<file path="config.mk">
export PLATFORM = sky130hd
export DESIGN_NAME = muldiv_seq
export DESIGN_NICKNAME = d
export VERILOG_FILES = /design/src/rtl/muldiv_seq.sv
export SDC_FILE = /design/constraint.sdc
export NUM_CORES = 1
export LEC_CHECK = 0
export BUFFER_PORTS_ARGS = -buffer_cell sky130_fd_sc_hd__buf_2
export CAP_MARGIN = 20
export CORE_MARGIN = 10
export CORE_UTILIZATION = 50
export CTS_CLUSTER_SIZE = 14
export DETAILED_ROUTE_END_ITERATION = 8
export PLACE_DENSITY = 0.82
export SETUP_SLACK_MARGIN = 0.05
export SLEW_MARGIN = 15
export SYNTH_ARGS = -nofsm -noshare
export SYNTH_HDL_FRONTEND = slang
export SYNTH_SLANG_ARGS = --single-unit
</file>
<file path="constraint.sdc">
create_clock -name clk -period 2.4 [get_ports clk]
set_input_delay 0.24 -clock clk [delete_from_list [all_inputs] [get_ports clk]]
set_output_delay 0.24 -clock clk [all_outputs]
set_load 0.02 [all_outputs]
</file>
<file path="src/rtl/muldiv_seq.sv">
// rtl/muldiv_seq.sv - sequential unsigned multiply/divide sharing an external adder
// 32 single-bit iterations per operation; the adder is driven combinationally from registers.
module muldiv_seq #(
  parameter int W    = 32,
  parameter int CNTW = 5
) (
  input  logic          clk,
  input  logic          rst_n,
  input  logic          start,
  input  logic          op,
  input  logic [W-1:0]  opa,
  input  logic [W-1:0]  opb,
  output logic          busy,
  output logic          done,
  output logic [W-1:0]  res_hi,
  output logic [W-1:0]  res_lo,
  output logic          dz,
  output logic [W-1:0]  add_a,
  output logic [W-1:0]  add_b,
  output logic          add_sub,
  input  logic [W-1:0]  add_sum,
  input  logic          add_cout
);

  typedef enum logic [1:0] {IDLE, CALC, DONE} state_t;

  state_t          state;
  logic [CNTW-1:0] cnt;
  logic            op_r;
  logic [W-1:0]    b_reg;
  logic [W-1:0]    hi;
  logic [W-1:0]    lo;
  logic [W-1:0]    hi_nxt;
  logic [W-1:0]    lo_nxt;
  logic [W-1:0]    rem_sh;
  logic            q;

  always_comb begin
    add_a   = '0;
    add_b   = '0;
    add_sub = 1'b0;
    hi_nxt  = hi;
    lo_nxt  = lo;
    rem_sh  = {hi[W-2:0], lo[W-1]};
    q       = 1'b0;
    if (state == CALC) begin
      if (!op_r) begin
        add_a  = hi;
        add_b  = lo[0] ? b_reg : '0;
        hi_nxt = {add_cout, add_sum[W-1:1]};
        lo_nxt = {add_sum[0], lo[W-1:1]};
      end else begin
        // A set msb means the shifted remainder already exceeds any divisor; sum wraps correctly.
        add_a   = rem_sh;
        add_b   = b_reg;
        add_sub = 1'b1;
        q       = hi[W-1] | add_cout;
        hi_nxt  = q ? add_sum : rem_sh;
        lo_nxt  = {lo[W-2:0], q};
      end
    end
  end

  always_ff @(posedge clk or negedge rst_n) begin
    if (!rst_n) begin
      state  <= IDLE;
      cnt    <= '0;
      op_r   <= 1'b0;
      b_reg  <= '0;
      hi     <= '0;
      lo     <= '0;
      busy   <= 1'b0;
      done   <= 1'b0;
      res_hi <= '0;
      res_lo <= '0;
      dz     <= 1'b0;
    end else begin
      case (state)
        CALC: begin
          hi  <= hi_nxt;
          lo  <= lo_nxt;
          cnt <= cnt + 1'b1;
          if (cnt == CNTW'(W-1)) begin
            state  <= DONE;
            busy   <= 1'b0;
            done   <= 1'b1;
            res_hi <= hi_nxt;
            res_lo <= lo_nxt;
            dz     <= op_r && (b_reg == '0);
          end
        end
        default: begin
          // IDLE and DONE both accept, so a start in the done cycle chains directly.
          done <= 1'b0;
          if (start) begin
            state <= CALC;
            busy  <= 1'b1;
            op_r  <= op;
            b_reg <= opb;
            hi    <= '0;
            lo    <= opa;
            cnt   <= '0;
          end else begin
            state <= IDLE;
          end
        end
      endcase
    end
  end

endmodule

</file>
==> metrics, run 1 <==
status completed; worst stage delay on the critical path 0.41 ns; library cells used by synthesis 37; Die W 151 um; most frequent cells in the layout buf_2 (230), dfrtp_1 (169), mux2i_1 (94), nor2_1 (70), a21oi_1 (64); worst min path class input port to register; FF+latch count, synth 170; Wirelength per Cell 17.7 um; Worst Hold End b_reg[7]$_DFFE_PN0P_; met2 routed WL 10.7 mm; reg2reg path depth 7; Critical R2R Launch cnt[0]$_DFFE_PN0P_; io pins 233; CP cell instances nand2b_2 > nor2_1 > buf_4 > and2_1 > buf_2; clk sinks 170; grt ovf 0; layout cells sized above 1 0.358; Crit Path Class register to primary output; Port-buffer cells 232; total power 15400 uW; Post-Syn Area per Cell 10.8 um^2; CTS root buf clkbuf_16; drt pass-1 iters 4; highest routed layer met4; Syn Inst Count 795; Worst slew margin 0.655; TritonCTS clock tree yes; Fin. Hold Viols 0; Residual DRC 0; DRT Wirelength 21.9 mm; post-route setup TNS 0 ns; Num CTS Buffers 17; Clk pin slew, worst setup/hold paths 0.07 ns; FF-to-FF setup slack 0.57 ns; GRT Util Overall 0.190; dpl hpwl 15.6 mm; syn_nets 898; CP arrival 1.77 ns; pwr/cell area 1480 nW/um^2; DRT met1 WL 9.24 mm; Critical R2R Capture res_hi[8]$_DFFE_PN0P_; Starting Density 0.513; H-Tree Depth 4; CP Launch Type register; die height 151 um; # setup viols final 0; Fmax 0.498 GHz; largest net degree at the start of global routing 74; Post-Syn Area 8560 um^2; setup ws final 0.391 ns; initial DRC count 254; critical path endpoint category primary output; vias in the first global route 6698; met3 wire length 1.49 mm; later-pin clock latency in the skew report 0.42 ns; antenna viol nets, final 0; Via density 5.31; initial antenna violation count 1; minimum clock period 2.01 ns; Place WS 0.567 ns; Layout Skew 0.00956 ns; row cnt 47; Yosys warnings 0; commonest non-fill, non-tap cell in the layout buf_2; Clock Path Buffers 2; Pleak 0.00498 uW; WP data required 2.16 ns; final slew viol count 0; Fillers 1406; final worst path period share 0.837; Crit Path Max Fanout 32; hold-critical path depth 2; max-cap check violation count 0; DR vias 6549; Final Wtd Congestion 0.811; Area growth syn-to-layout 21.8%; post-synthesis sequential area ratio 0.497; Post-CTS Resized 0; peak supply drop 0.000747 V; core area 16700 um^2; die area 22800 um^2; Hold Crit Start opb[7]; RSZ-0062 raised after global routing false; number of nets in the layout 1103; first-pass GRT wire length 34.9 mm; slowest cell on the critical path dfrtp_1; pin slew with the least headroom to its limit 0.518 ns
kinds of logic after synthesis:
group                      count (synthesis)  share of synthesized area
AOI/OAI and AO/OA                        171                      0.123
adders and majority gates                  2                    0.00292
buffers and inverters                     66                     0.0427
DFF                                      170                      0.497
muxes                                    158                      0.194
and+or+nand+nor                          228                      0.141
per-layer routing:
layer	GRT usage	up-vias
met2	0.315	164
met4	0.0582	0
li1	-	3219
met5	0	-
met3	0.0618	24
met1	0.231	3142
repair_timing:
action / CTS / global route
hold endpoints to repair: 49 / 0
hold buffers: 1 / 0
setup buffers: 0 / 0
endpoints found under the setup margin: 0 / 0
synth_stat cells (all sizes together):
cell / n / area, um^2
a22oi: 1 / 7.51
nor3b: 31 / 233
and3: 1 / 6.26
nand2: 42 / 168
a21o: 31 / 258
nor4: 6 / 37.5
nor4b: 1 / 8.76
nand2b: 2 / 12.5
inv: 1 / 3.75
o21ai: 40 / 200
ha: 2 / 25.0
a211oi: 32 / 240
a21oi: 64 / 320
nand3b: 3 / 22.5
clkbuf: 20 / 75.1
mux2i: 94 / 941
nor2b: 33 / 206
buf: 45 / 287
a22o: 2 / 18.8
nand4: 2 / 12.5
nor2: 71 / 274
a31oi: 1 / 6.26
or4: 1 / 7.51
nand3: 1 / 5.00
nor3: 1 / 5.00
dfrtp: 170 / 4250
and2: 33 / 206
mux2: 64 / 721
how the worst max path moves through the flow:
stage                               from                     end  slack, ns  depth (start not counted)
CTS                 state[1]$_DFFE_PN0P_                add_b[7]       0.35                          5
global placement      cnt[0]$_DFFE_PN0P_  res_hi[17]$_DFFE_PN0P_       0.64                          7
detailed placement    cnt[0]$_DFFE_PN0P_   res_hi[8]$_DFFE_PN0P_       0.57                          7
global route        state[1]$_DFFE_PN0P_                add_b[6]       0.25                          5
floorplan             cnt[0]$_DFFE_PN0P_  res_hi[10]$_DFFE_PN0P_       0.72                          7
finish              state[1]$_DFFE_PN0P_                add_b[5]       0.39                          5
power breakdown:
part | internal, uW | switching (uW) | leakage, uW | total [uW]
Clock | 1390 | 1180 | 0.000259 | 2570
Combinational | 3140 | 4450 | 0.00268 | 7600
Sequential | 4260 | 1010 | 0.00205 | 5260
Total | 8790 | 6640 | 0.00498 | 15400
layout make-up:
type,instances,area (um^2),share of cell area
flip-flops and latches,170,4260,0.408
clock buffers,20,457,0.0438
well taps,220,275,0.0264
multi-input cells,559,3950,0.379
repair buffers,251,1390,0.133
inverters,1,3.75,0.000360
clock inverters,12,92.6,0.00888
diodes,1,2.50,0.000240
stage by stage:
step / instance area (um^2) / hold WS (ns) / cells / utilization
3_5_place_dp: 9870 / 0.236 / 1200 / 0.591
6_report: 10400 / 0.0284 / 1234 / 0.625
3_3_place_gp: 9870 / 0.229 / 1200 / 0.591
2_1_floorplan: 8560 / -0.0556 / 795 / -
4_1_cts: 10400 / 0.0100 / 1233 / 0.624
5_1_grt: 10400 / 0.00877 / 1234 / 0.625
critical path, delay by kind of cell (launching register included):
| kind | cells | cell delay, ns |
|---|---|---|
| flip-flops | 1 | 0.41 |
| buffers and inverters | 2 | 0.43 |
| AND/OR/NAND/NOR | 3 | 0.50 |
No activity file was read; power rests on OpenSTA's default activity.
==> run 2: changes to the inputs <==
Settings changed: CORE_UTILIZATION 50 to 48.
Clock period 2.4 ns to 1.8 ns, I/O delays scaled along.
==> run 2 against run 1 <==
Combinational power increased by 66%. Sequential power grew 36%. Total power rose by 49%. The run now ends with negative setup slack left. Die area grew 3.6%. Largest cell class unchanged. Wire length rose by 20%.
==> metrics, run 2 (same netlist as run 1, synthesis figures left out) <==
status complete, but fails checks; violated checks negative setup slack; io pins 233 (unchanged); Port-buffer cells 232 (unchanged); Starting Density 0.492 (-0.0211); Crit Path Max Fanout 16 (-50%); Residual DRC 0 (unchanged); # setup viols final 24 (+24); core area 17400 um^2 (+4.3%); Seq. cell area 4260 um^2 (unchanged); most frequent cells in the layout dfrtp_1 (169), buf_2 (165), mux2i_1 (93), nor2_1 (66), a21oi_1 (64); DR vias 7157 (+9.3%); pwr/cell area 1970 nW/um^2 (+33%); Fillers 1268 (-9.8%); grt ovf 0 (unchanged); commonest non-fill, non-tap cell in the layout dfrtp_1; peak supply drop 0.00126 V (+69%); dpl hpwl 16.3 mm (+5.1%); worst min path class input port to register; setup ws final -0.0375 ns (-0.428 ns); initial antenna violation count 3 (+2); final worst path period share 1.02; first-pass GRT wire length 41.1 mm (+18%); RSZ-0062 raised after global routing true; final slew viol count 0 (unchanged); hold slack final 0.0217 ns (-0.00667 ns); later-pin clock latency in the skew report 0.42 ns (about the same); initial DRC count 442 (+74%); Pleak 0.00550 uW (+10%); FF-to-FF setup slack 0.10 ns (-0.47 ns); die area 23600 um^2 (+3.6%); GRT Util Overall 0.214 (+0.0236); drt pass-1 iters 5 (+1); CP Launch Type register; Via density 5.51 (+3.7%); row cnt 48 (+2.1%); H-Tree Depth 4 (unchanged); Reg power frac 0.311 (-0.030); Crit Path Class register to primary output; DRT Wirelength 26.3 mm (+20%); die height 154 um (+1.8%); CTS root buf clkbuf_16; Wirelength per Cell 20.2 um (+14%); post-route setup TNS -0.442 ns (-0.442 ns); Clk pin slew, worst setup/hold paths 0.06 ns (about the same); TritonCTS clock tree yes; Clock Path Buffers 2 (unchanged); layout cells sized above 1 0.384 (+0.0260); CP arrival 1.66 ns (-0.11 ns); Num CTS Buffers 17 (unchanged); Switching Share 0.416 (-0.0146); Worst slew margin 0.608 (-0.0467); Net Sw Power 9540 uW (+44%); Layout Skew 0.00858 ns (-0.000980 ns); area occupied by multi-input gates 4070 um^2 (+3.1%); pin slew with the least headroom to its limit 0.582 ns (+0.0647 ns); minimum clock period 1.84 ns; largest net degree at the start of global routing 71 (-4.1%); antenna viol nets, final 0 (unchanged); Area growth syn-to-layout 36.2%; Die W 154 um (+1.8%); max-cap check violation count 0 (unchanged); Comb power frac 0.547 (+0.055); Pint 13400 uW (+53%); clk sinks 170 (unchanged); number of nets in the layout 1164 (+5.5%); Fmax 0.544 GHz; Fin. Hold Viols 0 (unchanged); WP data required 1.62 ns (-0.54 ns); vias in the first global route 7561 (+13%); clock power share 0.142 (-0.024); critical path endpoint category primary output; Final Wtd Congestion 0.829 (+2.2%)
run 2: cell types whose count changed in the layout (fill, tap and decap cells not counted), sizes merged:
cell / before / now
clkinv: 5 / 4
dlygate4sd3: 1 / 33
buf: 250 / 273
bufbuf: 0 / 4
clkbuf: 20 / 24
inv: 4 / 1
diode: 1 / 3
run 2: critical path: stages, from the launching register on:
cell	delay (ns)
dfrtp_4	0.50
nor2_4	0.05
nor2_4	0.19
clkbuf_16	0.20
and2_1	0.16
buf_6	0.13
run 2: power groups by stage:
stage	Combinational (uW)	Sequential [uW]	Clock, uW
3_5_place_dp	10500	7070	0
2_1_floorplan	6520	7490	0
4_1_cts	12100	7040	3320
3_3_place_gp	10300	6970	0
5_1_grt	13500	7380	3470
6_report	12600	7140	3250
run 2: path summary, 6_finish.rpt:
kind,startpoint,to,cells after the start
worst max-delay path,op_r$_DFFE_PN0P_,add_b[11],5
worst min-delay path,opb[31],b_reg[31]$_DFFE_PN0P_,2
worst max register to register,op_r$_DFFE_PN0P_,dz$_DFFE_PN0P_,6
worst min register to register,res_lo[10]$_DFFE_PN0P_,res_lo[10]$_DFFE_PN0P_,2
max in group asynchronous,rst_n,b_reg[31]$_DFFE_PN0P_,3
min in group asynchronous,rst_n,lo[27]$_DFFE_PN0P_,2
run 2: metal layers:
layer | track usage | part of all wire | vias up
met5 | 0 | 0 | -
met4 | 0.0945 | 0.028 | 0
met3 | 0.0563 | 0.063 | 52
met2 | 0.357 | 0.51 | 249
met1 | 0.253 | 0.40 | 3519
li1 | - | - | 3337
run 2: area by class of cell:
class,instances,share of cell area
sequential,170,0.365
multi-input combinational,559,0.349
timing repair buffer,312,0.217
clock buffer,22,0.0389
tap,225,0.0241
clock inverter,8,0.00429
inverter,1,0.000966
antenna,3,0.000644
run 2: timing repair:
action | 4_1_cts | 5_1_grt
gates resized for setup | 107 | 38
buffers inserted | 5 | 6
endpoints found under the hold margin | 78 | 0
pin swaps | 12 | 6
endpoints found under the setup margin | 77 | 130
hold buffers | 33 | 0
gates cloned | 6 | 1
run 2: stage by stage:
stage | util | area [um^2] | setup slack (ns) | instances | total power [uW]
detailed placement | 0.579 | 10100 | 0.0304 | 1216 | 17600
global route | 0.670 | 11700 | -0.0972 | 1300 | 24300
CTS | 0.658 | 11500 | -0.0494 | 1290 | 22500
finish | 0.670 | 11700 | -0.0375 | 1300 | 23000
global placement | 0.579 | 10100 | 0.0670 | 1216 | 17300
floorplan | - | 8560 | 0.120 | 795 | 14000
